$ cat config.mk
export PLATFORM = sky130hd
export DESIGN_NAME = uart_receiver
export DESIGN_NICKNAME = d
export VERILOG_FILES = /design/src/rtl/uart_pkg.sv /design/src/rtl/uart_sync2.sv /design/src/rtl/uart_receiver.sv
export SDC_FILE = /design/constraint.sdc
export NUM_CORES = 1
export LEC_CHECK = 0
export CAP_MARGIN = 5
export CORE_AREA = 4 4 55 57
export DETAILED_ROUTE_END_ITERATION = 7
export DIE_AREA = 0 0 59 61
export GPL_ROUTABILITY_DRIVEN = 0
export PLACE_DENSITY = 0.8
export SLEW_MARGIN = 0
export SYNTH_ARGS = -nofsm -noshare
export SYNTH_HDL_FRONTEND = slang
export SYNTH_SLANG_ARGS = --single-unit
$ cat constraint.sdc
create_clock -name clk -period 4.5 [get_ports clk]
set_input_delay 0.9 -clock clk [delete_from_list [all_inputs] [get_ports clk]]
set_output_delay 0.9 -clock clk [all_outputs]
set_load 0.005 [all_outputs]
$ cat src/rtl/uart_pkg.sv
// Shared UART definitions: receiver FSM states, default line timing, frame length.
`timescale 1ns/1ps
package uart_pkg;

  localparam int unsigned DefaultClkFreq  = 50_000_000;
  localparam int unsigned DefaultBaudRate = 115_200;
  localparam int unsigned FrameBits       = 8;

  typedef enum logic [2:0] {
    StIdle,
    StStart,
    StData,
    StStop,
    StWaitIdle
  } uart_state_e;

endpackage

$ cat src/rtl/uart_sync2.sv
// Two-flop synchronizer for the asynchronous serial line; resets to the idle (high) level.
`timescale 1ns/1ps
module uart_sync2 (
  input  logic clk,
  input  logic rst,
  input  logic i_d,
  output logic o_q
);

  logic [1:0] r_sync;

  // Shift the raw line through two flops before anything looks at it.
  always_ff @(posedge clk) begin
    if (rst) begin
      r_sync <= 2'b11;
    end else begin
      r_sync <= {r_sync[0], i_d};
    end
  end

  assign o_q = r_sync[1];

endmodule

$ cat src/rtl/uart_receiver.sv
// 8N1 UART receiver: mid-bit sampling FSM with a bit-period counter and shift register.
`timescale 1ns/1ps
module uart_receiver
  import uart_pkg::*;
#(
  parameter int unsigned CLK_FREQ     = DefaultClkFreq,
  parameter int unsigned BAUD_RATE    = DefaultBaudRate,
  parameter int unsigned CLKS_PER_BIT = CLK_FREQ / BAUD_RATE
) (
  input  logic                 clk,
  input  logic                 rst,
  input  logic                 rx,
  output logic [FrameBits-1:0] data,
  output logic                 valid,
  output logic                 frame_err,
  output logic                 busy
);

  localparam int unsigned CntW = (CLKS_PER_BIT > 1) ? $clog2(CLKS_PER_BIT) : 1;
  localparam int unsigned IdxW = $clog2(FrameBits);

  localparam logic [CntW-1:0] CntFull = CntW'(CLKS_PER_BIT - 1);
  // Half a bit period after the start edge lands in the middle of the start bit.
  localparam logic [CntW-1:0] CntHalf = CntW'(CLKS_PER_BIT / 2 - 1);
  localparam logic [IdxW-1:0] IdxLast = IdxW'(FrameBits - 1);

  logic                 w_rx_s;
  uart_state_e          r_state, w_state_next;
  logic [CntW-1:0]      r_cnt, w_cnt_next;
  logic [IdxW-1:0]      r_bit_idx, w_bit_idx_next;
  logic [FrameBits-1:0] r_shift, w_shift_next;
  logic [FrameBits-1:0] r_data, w_data_next;
  logic                 r_valid, w_valid_next;
  logic                 r_frame_err, w_frame_err_next;

  uart_sync2 u_sync (
    .clk (clk),
    .rst (rst),
    .i_d (rx),
    .o_q (w_rx_s)
  );

  // State, counter, shift register and registered pulse outputs.
  always_ff @(posedge clk) begin
    if (rst) begin
      r_state     <= StIdle;
      r_cnt       <= '0;
      r_bit_idx   <= '0;
      r_shift     <= '0;
      r_data      <= '0;
      r_valid     <= 1'b0;
      r_frame_err <= 1'b0;
    end else begin
      r_state     <= w_state_next;
      r_cnt       <= w_cnt_next;
      r_bit_idx   <= w_bit_idx_next;
      r_shift     <= w_shift_next;
      r_data      <= w_data_next;
      r_valid     <= w_valid_next;
      r_frame_err <= w_frame_err_next;
    end
  end

  // Next-state logic: each sample point is where the counter reaches its terminal value.
  always_comb begin
    w_state_next     = r_state;
    w_cnt_next       = r_cnt;
    w_bit_idx_next   = r_bit_idx;
    w_shift_next     = r_shift;
    w_data_next      = r_data;
    w_valid_next     = 1'b0;
    w_frame_err_next = 1'b0;

    unique case (r_state)
      StIdle: begin
        w_cnt_next     = '0;
        w_bit_idx_next = '0;
        if (!w_rx_s) begin
          w_state_next = StStart;
        end
      end

      StStart: begin
        if (r_cnt == CntHalf) begin
          w_cnt_next = '0;
          // Line back high at mid start bit: treat as a glitch, no pulse.
          w_state_next = w_rx_s ? StIdle : StData;
        end else begin
          w_cnt_next = r_cnt + 1'b1;
        end
      end

      StData: begin
        if (r_cnt == CntFull) begin
          w_cnt_next   = '0;
          w_shift_next = {w_rx_s, r_shift[FrameBits-1:1]};
          if (r_bit_idx == IdxLast) begin
            w_bit_idx_next = '0;
            w_state_next   = StStop;
          end else begin
            w_bit_idx_next = r_bit_idx + 1'b1;
          end
        end else begin
          w_cnt_next = r_cnt + 1'b1;
        end
      end

      StStop: begin
        if (r_cnt == CntFull) begin
          w_cnt_next = '0;
          if (w_rx_s) begin
            w_data_next  = r_shift;
            w_valid_next = 1'b1;
            w_state_next = StIdle;
          end else begin
            w_frame_err_next = 1'b1;
            w_state_next     = StWaitIdle;
          end
        end else begin
          w_cnt_next = r_cnt + 1'b1;
        end
      end

      StWaitIdle: begin
        // A held-low line (break) must not look like a new start bit.
        w_cnt_next = '0;
        if (w_rx_s) begin
          w_state_next = StIdle;
        end
      end

      default: begin
        w_state_next = StIdle;
        w_cnt_next   = '0;
      end
    endcase
  end

  assign data      = r_data;
  assign valid     = r_valid;
  assign frame_err = r_frame_err;
  assign busy      = (r_state != StIdle);

endmodule

==> metrics.cfg <==
[clocking]
cts_hold_buffers=0
cts_buffers=5
cts-resized-gates=0
clk_path_buf_depth=2
clkSlewWorstSetupHoldPaths_ps=100
post_cts_buffers=0
ctsHtreeMaxLevel=2
insertion_delay_ps=340
cts.sinks=35
cts_tree=done
cts_root_buf=clkbuf_4

[power]
power_frac_seq_pct=62.4
internal_power_w=0.000393
p_clk_share_pct=35.4
leakage_nw=0.708
p_sw_share_pct=21.5
comb_power_share_pct=2.2
netSwitchingPower_w=0.000107
ir_drop_v=0.000279
cellPowerDensity_nw_per_um2=302

[timing]
fin_setup_tns_ps=0
min_period_ps=2570
slew-limit-headroom_pct=41.0
fmax_mhz=389
setup_viol=0
fin_crit_sh_pct=57.1
finalClockSkew_ps=12.2
hold_viol=0
rsz0062_at_grt=false
drv_slew=0
worstMarginPinSlew_ps=882

[critical_path]
crit_type=reg2out
cp_max_fo=10
startpoint_type=register
critPathCaptureType=output pin
r2r_slack_ps=2180
required_ps=3600
arrival_ps=1670

[min_path]
worst_hold_path_type=reg2reg

[die]
rows=18
core_um2=2480
dieArea_um2=3600
start_util_pct=59.1
ios=14
die_h_um=61
fp.dieW_um=59

[drt]
drtPass1Iterations=4
drt_iter0_drc=21
vias_per_cell=5.47
drc=0
wl_per_cell_um=12.7
vias=1084
wirelength_mm=2.51
antenna_left=0

[synth]
synthCells=156
syn-mean-instance-area_um2=9.39
synth.net_count=164
synth_top_family_by_area=simple AND/OR/NAND/NOR gates
synth_area_um2=1470
synthTopCellsByCount=35 x dfxtp_1, 35 x nor2_1, 18 x mux2i_1
synth-main-ff-cell=dfxtp_1
yosysSeqAreaShare_pct=47.8
synth_fa_ha_area_share_pct=4.27
synth-simple-area-share_pct=23.4
synth-xor-area-share_pct=4.18
yosysTopAreaCell=dfxtp_1
async_flop_share_pct=0
synth_edf_count=0
synth_warnings=0
muxShareOfSynthArea_pct=13.3
ys_types=27
yosysTopAreaCellShare_pct=47.8
synthTopCellsByArea=dfxtp_1 48%, mux2i_1 12%, nor2_1 9.0%, ha_1 4.3%, nand3_1 2.4%
synth_compound_area_share_pct=3.67
synth.ff_latch_count=35

[cells_and_area]
fin_cells=198
drive_gt1_share_pct=7.14
design_area_um2=1660
num-nets-final=175
insertedDiodeCount=0
area_growth_pct=13.2

[run_status]
status=complete, no violations

[run]
maxCapViolCount=0

[place]
postPlaceCellArea_um2=1600
port_buffers=13
dp_hpwl_mm=1.78
place_inst=190

[grt]
antenna_found_initial=0
grt_max_degree=28
grt_pass1_wl_mm=4.46
grt_overflow=0
grt_pass1_vias=1086
grt_usage_pct=16.9

[per-stage QoR]
stage               util [%]  hold WS, ps  power, W  setup slack, ps
global route            67.0          456  0.000525             1800
global placement        64.4          395  0.000330             1700
CTS                     67.0          421  0.000505             1920
finish                  67.0          419  0.000500             1930
detailed placement      64.4          397  0.000330             1620
floorplan                  -          389  0.000327             2480
[cell type report]
type | instances | area (µm²)
Timing Repair Buffer | 13 | 130
Clock buffer | 7 | 55.1
Sequential cell | 35 | 701
Tap cell | 30 | 37.5
Clock inverter | 1 | 8.76
Inverter | 3 | 11.3
Multi-Input combinational cell | 109 | 716
Fill cell | 220 | 818
[kinds of logic after synthesis]
| group | Yosys count |
|---|---|
| AND/OR/NAND/NOR | 71 |
| flip-flops | 35 |
| multiplexers | 19 |
| buffers and inverters | 12 |
| AO/OA/AOI/OAI | 7 |
| XOR/XNOR | 7 |
| adder cells (fa/ha/maj) | 5 |
[layout by cell type (no fill, tap or decap), types with 2 or more instances in the layout]
cell,count
or4_1,3
nand2_1,7
mux2i_1,18
or3_1,2
nor3_1,2
nand2b_1,3
or4b_1,2
a21oi_1,4
nor2b_1,3
xnor2_1,4
nand3_1,7
nor2_1,35
ha_1,5
clkbuf_4,5
dfxtp_1,35
nand4_1,2
clkdlybuf4s50_1,13
or2_2,2
inv_1,3
xor2_1,3
[registers in the layout, summed over array words and instances (netlist names)]
| name | cells |
|---|---|
| r_state | 3 |
| valid | 1 |
| r_bit_idx | 3 |
| frame_err | 1 |
| r_cnt | 9 |
| r_shift | 8 |
| data | 8 |
| u_sync.r_sync | 2 |
[worst max-delay path, cell delays in order (launching register included)]
cell and delay, ps:
dfxtp_1 420, or3_1 440, clkdlybuf4s50_1 470
[power by group through the flow]
stage | clock (W) | sequential (W) | combinational (W)
after detailed placement | 0 | 0.000319 | 0.0000111
after global routing | 0.000201 | 0.000312 | 0.0000122
final | 0.000177 | 0.000312 | 0.0000111
after floorplan | 0 | 0.000318 | 0.00000870
after global placement | 0 | 0.000319 | 0.0000107
after CTS | 0.000182 | 0.000312 | 0.0000112
[final timing paths]
check                                 startpoint          endpoint  cells after the start
worst max-delay path                  r_state[0]              busy                      2
worst min-delay path            u_sync.r_sync[0]  u_sync.r_sync[1]                      1
worst max register to register          r_cnt[0]           data[5]                      6
worst min register to register  u_sync.r_sync[0]  u_sync.r_sync[1]                      1
[per-layer routing]
metal	up-vias	GRT usage [%]	part of all wire, %	routed length, µm
met3	9	6.81	5.0	125
met2	26	28.5	50	1250
met5	-	0	0	0
met4	0	9.71	2.8	71
met1	498	18.0	43	1070
li1	551	-	-	-
No activity file was read; power rests on OpenSTA's default activity.
